$ cat config.mk
export PLATFORM = sky130hd
export DESIGN_NAME = cs_feeder
export DESIGN_NICKNAME = d
export VERILOG_FILES = /design/src/rtl/cs_feeder.sv
export SDC_FILE = /design/constraint.sdc
export NUM_CORES = 1
export LEC_CHECK = 0
export ABC_AREA = 1
export BUFFER_PORTS_ARGS = -buffer_cell sky130_fd_sc_hd__buf_2
export CORE_MARGIN = 2
export CORE_UTILIZATION = 55
export DETAILED_ROUTE_END_ITERATION = 8
export GPL_ROUTABILITY_DRIVEN = 0
export GPL_TIMING_DRIVEN = 1
export MAX_ROUTING_LAYER = met4
export PLACE_DENSITY = 0.73
export SYNTH_ARGS = -nofsm -noshare
export SYNTH_HDL_FRONTEND = slang
export SYNTH_SLANG_ARGS = --single-unit
$ cat constraint.sdc
create_clock -name clk -period 2.15 [get_ports clk]
set_input_delay 0.43 -clock clk [delete_from_list [all_inputs] [get_ports clk]]
set_output_delay 0.43 -clock clk [all_outputs]
set_load 0.03 [all_outputs]
$ cat src/rtl/cs_feeder.sv
// cs_feeder: input staging FIFO in front of the CS averaging core.
// Buffers bursty host samples, then streams one sample per clock on X once a
// full window is present. A sticky flag records starvation of that stream.
module cs_feeder #(
    parameter int DEPTH       = 16,
    parameter int AW          = 4,
    parameter int START_LEVEL = 9
) (
    input  logic          clk,
    input  logic          reset,
    input  logic [7:0]    in_data,
    input  logic          in_valid,
    output logic          in_ready,
    output logic [7:0]    X,
    output logic          x_valid,
    output logic          underrun,
    output logic [AW:0]   level
);

    typedef enum logic {FILL = 1'b0, STREAM = 1'b1} state_t;

    localparam logic [AW:0] DEPTH_C = (AW + 1)'(DEPTH);
    localparam logic [AW:0] START_C = (AW + 1)'(START_LEVEL);

    state_t          state_q, state_d;
    logic [AW-1:0]   wr_ptr_q, rd_ptr_q;
    logic [AW:0]     cnt_q, cnt_d;
    logic [7:0]      x_q, x_d;
    logic            xv_q, xv_d;
    logic            und_q, und_d;
    logic [7:0]      mem [DEPTH];
    logic            push, pop;

    // Full check uses the registered count only, so a same-cycle pop never
    // opens a slot for the push.
    assign in_ready = (cnt_q < DEPTH_C) && !reset;
    assign push     = in_valid && in_ready;

    assign X        = x_q;
    assign x_valid  = xv_q;
    assign underrun = und_q;
    assign level    = cnt_q;

    // State register and all control/output registers.
    always_ff @(posedge clk) begin
        if (reset) begin
            state_q  <= FILL;
            wr_ptr_q <= '0;
            rd_ptr_q <= '0;
            cnt_q    <= '0;
            x_q      <= 8'h00;
            xv_q     <= 1'b0;
            und_q    <= 1'b0;
        end else begin
            state_q  <= state_d;
            cnt_q    <= cnt_d;
            x_q      <= x_d;
            xv_q     <= xv_d;
            und_q    <= und_d;
            if (push) wr_ptr_q <= wr_ptr_q + 1'b1;
            if (pop)  rd_ptr_q <= rd_ptr_q + 1'b1;
        end
    end

    // Sample storage; contents need no reset since the pointers define validity.
    always_ff @(posedge clk) begin
        if (push) mem[wr_ptr_q] <= in_data;
    end

    // Next state: start streaming on a full window, fall back to FILL when dry.
    always_comb begin
        state_d = state_q;
        case (state_q)
            FILL:    if (cnt_q >= START_C) state_d = STREAM;
            STREAM:  if (cnt_q == '0)      state_d = FILL;
            default: state_d = FILL;
        endcase
    end

    // Outputs: pop decision, X/x_valid update, starvation flag, occupancy.
    always_comb begin
        pop   = 1'b0;
        x_d   = x_q;
        xv_d  = 1'b0;
        und_d = und_q;
        case (state_q)
            FILL:    if (cnt_q >= START_C) pop = 1'b1;
            STREAM:  if (cnt_q != '0) pop = 1'b1;
                     else             und_d = 1'b1;
            default: pop = 1'b0;
        endcase
        if (pop) begin
            x_d  = mem[rd_ptr_q];
            xv_d = 1'b1;
        end
        case ({push, pop})
            2'b10:   cnt_d = cnt_q + 1'b1;
            2'b01:   cnt_d = cnt_q - 1'b1;
            default: cnt_d = cnt_q;
        endcase
    end

endmodule
== Word level (Yosys, flattened, before mapping) ==
Memories as Yosys holds them, arrays and structs flattened. A register that Yosys moved wholly into a read port is not among the register bits.
Cells that the tools add are included.
Word-level totals
  register bits: 16
  RAM bits: 128
  input port bits: 11
  output and inout port bits: 16
  word-level logic and storage cells: 33
  memories kept: 1
Memories
  mem: words 16, width 8, rd ports 1, clocked after memory_dff 1, wr ports 1, line 31  | logic [7:0] mem [DEPTH];
Operators by class
  add/subtract/negate cells: 4
  magnitude comparators: 2
  equality and inequality tests: 2
  mux-type cells: 9
  bitwise gates (word level): 2
  reductions and logical operators: 7
Operators with widths (number)
  5-bit case mux with 2 select lines: 1
  4-bit by 1-bit adder with 4-bit output, second input constant: 2
  1-bit 2-to-1 mux: 6
  5-bit by 1-bit adder with 5-bit output, second input constant: 1
  5-bit by 4-bit greater-or-equal comparator with 1-bit output, second input constant: 1
  5-bit logical NOT: 1
  5-bit less-than comparator, second input constant: 1
  5-bit nonzero test: 1
  5-bit by 1-bit subtractor with 5-bit output, second input constant: 1
  1-bit case mux with 2 select lines: 2
  2-bit by 1-bit equality test with 1-bit output, second input constant: 1
  2-bit equality test, second input constant: 1
  1-bit logical AND: 2
  1-bit inverter: 2
  2-bit AND reduction: 1
  2-bit nonzero test: 1
  1-bit logical NOT: 1

== Depth between registers and ports, before layout ==
  word-level depth: 5
  gate-level depth with buffers: 14
  gate-level depth less buffers: 13

== Worst setup path before layout ==
No wires, ideal clock.
  kind: reg2reg
  from: register cnt_q[1], in the netlist level[1]
  to: register cnt_q[3], in the netlist level[3]
  arrival time: 2262 ps
  required time: 2035 ps
  path slack: -228 ps
  cell stages (with the launch flop): 15
  path buffers: 1
  path through: dfxtp_1 > nor2_1 > nand3_1 > nor2_1 > nand2_1 > nand2_2 > inv_1 > buf_4 > ha_1 > ha_1 > a21oi_1 > nand2_1 > xor2_1 > o21ai_0 > inv_1
Between the ends
  word-level cells in the longest chain between the ends: 5
  elaborated cells between the ends (all ways): 14
  classes of those cells: add/sub: 2; order compare: 2; eq/ne: 2; mux: 4; reduce/logical: 4
Ends and longest elaborated chain
  start: declaration: line 27  | logic [AW:0] cnt_q, cnt_d;
  start signal: assignment: line 56  | cnt_q <= cnt_d;
  5-bit by 4-bit greater-or-equal comparator with 1-bit output / 5-bit nonzero test (equally long branches): line 87, 88
  1-bit 2-to-1 mux, on equally long branches: line 87, 88
  1-bit case mux with 2 select lines (*): line 86  | case (state_q)
  named net pop: line 32  | logic push, pop;
  2-bit by 1-bit equality test with 1-bit output / 2-bit equality test (equally long branches): line 96  | case ({push, pop})
  5-bit case mux with 2 select lines / 2-bit nonzero test (equally long branches)
The timed path passes the listed nets; every way through them passes the cells marked *.
A chain may end at the register's enable or synchronous reset.

== Worst setup path after layout ==
  from: register cnt_q[1], in the netlist level[1]
  to: register cnt_q[3], in the netlist level[3]
Between the ends
  word-level cells in the longest chain between the ends: 5
  elaborated cells between the ends (all ways): 14
  classes of those cells: add/sub: 2; order compare: 2; eq/ne: 2; mux: 4; reduce/logical: 4
Ends and longest elaborated chain
  5-bit by 4-bit greater-or-equal comparator with 1-bit output, or another cell as far along: line 87  | FILL: if (cnt_q >= START_C) pop = 1'b1;
  1-bit 2-to-1 mux, or another cell as far along: line 87
  1-bit case mux with 2 select lines / 1-bit logical AND (equally long branches): line 86, 37
  2-bit by 1-bit equality test with 1-bit output / 2-bit equality test (equally long branches): line 96
  5-bit case mux with 2 select lines / 2-bit nonzero test (equally long branches)
Parallel ways exist; a longest one is shown, timed or not.

==> flow_metrics.tcl <==
set metrics [dict create \
    synth.yosys.seq_area_share_pct 64.87 \
    power_frac_clock_pct 32.6 \
    fmax_mhz 490.3 \
    switching_share_pct 32.58 \
    grt_pass1_vias 4682 \
    final_hold_viol_count 0 \
    leakage_nw 3.364 \
    holdPathStages 3 \
    min_to "level[4]" \
    initial_core_util_pct 55.70 \
    crit_path_end_kind "flop" \
    setup_viol 0 \
    cp_num_buf_inv 2 \
    fin_cells 884 \
    antenna_found_initial 0 \
    fillers 930 \
    rsz0062_at_grt "no" \
    cp_cell_sequence "nor2_4 -> nand3_1 -> nor2_1 -> nand2_1 -> nand2_2 -> inv_1 -> ha_4 -> ha_4 -> a21oi_2 -> nand2_1 -> xor2_1 -> o21ai_0 -> inv_1" \
    clk_path_buf_depth 2 \
    p_int_w 0.005776 \
    clock_sinks 151 \
    synth-warning-count 0 \
    grt_overflow 0 \
    wl_mm 14.98 \
    pwr-share-comb_pct 27.4 \
    syn_nets 705 \
    critPathMaxStageDelay_ns 0.37 \
    grt_start_max_net_pins 68 \
    wl_per_cell_um 16.95 \
    core_um2 11910 \
    report.power.total_w 0.008568 \
    clk_latency_ns 0.43 \
    rows 40 \
    vias 4683 \
    drive_gt1_share_pct 12.35 \
    cts_buffers 17 \
    viasPerCell 5.298 \
    drc 0 \
    fin_crit_sh_pct 94.85 \
    cts_tree "built" \
    ant_nets 0 \
    ir_worst_vdd_uv 734.1 \
    drt_iter0_markers 426 \
    crit_fanout 5 \
    yosys.cell_types.count 23 \
    synth_seq_cells 151 \
    post_cts_buffers 0 \
    postCtsHoldBufs 0 \
    setup_tns_ns 0 \
    clockRootBuffer "clkbuf_16" \
    cap_violations 0 \
    grt_usage_pct 25.71 \
    worstSetupStartpointType "flop" \
    relSlewSlack_pct 26.02 \
    regToRegSetupSlack_ns 0.11 \
    min_from "reset" \
    drtPass1Iterations 5 \
    synth_area_per_cell_um2 9.700 \
    crit_slowest_cell "dfxtp_4" \
    layout-area-overhead-vs-synth_pct 14.67 \
    syn-cell-area_um2 6635 \
    fin_worst_skew_ns 0.007807 \
    antenna_cells 0 \
    required_ns 2.47 \
    seqPwrFrac_pct 40.0 \
    period_minus_slack_ns 2.039 \
    dieWidth_um 113.8 \
    path_delay_family "simple AND/OR/NAND/NOR gates" \
    reg2reg_depth 13 \
    synth_cells 684 \
    status "finished, final reports clean" \
    timing.final.ws_setup_ns 0.1106 \
    crit_arrival_ns 2.36 \
    worstReg2RegEnd "level[3]" \
    nets 745 \
    path_clk_slew_ns 0.06 \
    die_y_um 113.8 \
    path_class "reg2reg" \
    numPortBuffers 26 \
    dieArea_um2 12960 \
    place_ws_ns 0.08841 \
    worst_pin_slew_ns 1.109 \
    io_pins 27 \
    grt_pass1_wl_mm 23.75 \
    netSwitchingPower_w 0.002791 \
    worstReg2RegStart "level[1]" \
    power.density_nw_per_um2 1126 \
    h-tree-depth 4 \
    slew_viol_final 0 \
    dpl.cell_count 852 \
    hold_class "in2reg" \
    place_hpwl_mm 9.131 \
]
-- power by group through the flow --
stage	Clock (W)	Combinational, W	Sequential, W
CTS	0.00281	0.00227	0.00342
global route	0.00296	0.00259	0.00344
detailed placement	0	0.00224	0.00348
floorplan	0	0.00146	0.00363
finish	0.00279	0.00235	0.00343
global placement	0	0.00216	0.00347
-- per-layer routing --
metal	track usage [%]	part of all wire (%)	vias up
met5	-	0	-
li1	-	-	2267
met3	5.207	5.0	38
met2	41.08	50	153
met1	32.01	41	2225
met4	11.54	3.2	0
-- layout make-up --
cell class	instances	area, µm²	share of cell area, %
multi-input combinational	397	1824	23.98
clock buffer	19	432.9	5.690
clock inverter	13	112.6	1.480
timing repair buffer	51	342.8	4.506
inverter	106	397.9	5.229
sequential	151	4314	56.70
tap	147	183.9	2.417
-- cell usage in the layout (no fill, tap or decap), types with 2 or more instances in the layout --
master	netlist	routed
clkbuf_1	4	2
clkbuf_16	0	17
buf_2	14	26
nand2_1	236	236
ha_1	9	6
edfxtp_1	128	128
dfxtp_2	0	5
inv_1	103	103
xor2_1	5	5
nor2_1	28	27
clkinv_2	0	3
xnor2_1	2	2
nand3_1	93	93
bufinv_16	0	2
buf_12	0	2
clkinvlp_4	0	2
dfxtp_1	23	17
o21ai_0	7	7
a21oi_1	11	10
clkinv_1	1	7
buf_4	8	23
inv_2	2	2
ha_4	0	3
-- per-stage QoR --
| stage | utilization (%) | hold slack [ns] | instance area, µm² |
|---|---|---|---|
| final | 63.88 | 0.3831 | 7609 |
| after global routing | 63.88 | 0.3913 | 7609 |
| after CTS | 63.59 | 0.3686 | 7575 |
| after detailed placement | 59.01 | 0.4474 | 7029 |
| after global placement | 59.01 | 0.4536 | 7029 |
| after floorplan | - | 0.4908 | 6661 |
-- tightest hold or removal path: stages --
cell,delay [ns]
buf_2,0.10
buf_4,0.18
a21oi_1,0.06
-- flip-flops by register name, indices dropped and copies added, names as in the netlist --
register,cells
X,8
level,5
mem,128
rd_ptr_q,4
state_q,1
underrun,1
wr_ptr_q,4
-- synthesized netlist by cell type --
cell | n | share of area [%]
nand2_1 | 236 | 13
edfxtp_1 | 128 | 58
inv_1 | 103 | 5.8
nand3_1 | 93 | 7.0
nor2_1 | 28 | 1.6
dfxtp_1 | 23 | 6.9
buf_2 | 14 | 1.1
a21oi_1 | 11 | 0.83
ha_1 | 9 | 1.7
buf_4 | 8 | 0.91
o21ai_0 | 7 | 0.53
xor2_1 | 5 | 0.66
buf_1 | 4 | 0.23
clkbuf_1 | 4 | 0.23
inv_2 | 2 | 0.11
xnor2_1 | 2 | 0.26
clkinv_1 | 1 | 0.057
fa_1 | 1 | 0.30
nand2_2 | 1 | 0.094
nand3b_1 | 1 | 0.11
nor2_2 | 1 | 0.094
nor3_1 | 1 | 0.075
o21a_1 | 1 | 0.11
-- kinds of logic (layout without fill, tap and decap cells) --
| logic type | count (synthesis) | in the layout | share of synthesized area [%] |
|---|---|---|---|
| xor+xnor | 7 | 7 | 0.9240 |
| simple gates | 361 | 361 | 22.33 |
| compound gates | 19 | 19 | 1.471 |
| flops | 151 | 151 | 64.87 |
| buf+inv | 136 | 189 | 8.410 |
| fa+ha+maj | 10 | 10 | 1.999 |
-- worst max path at each step --
stage,from,end,cells past startpoint
final,level[1],level[3],13
after global routing,level[1],level[4],13
after CTS,level[1],level[3],13
after detailed placement,level[1],level[3],13
after global placement,level[1],level[4],13
after floorplan,level[2],level[3],14
-- timing repair --
action / in CTS / in global routing
setup endpoints to repair: 0 / 3
endpoints found under the hold margin: 0 / 0
resized for setup: 0 / 5
(Power assumes the default switching activity.)
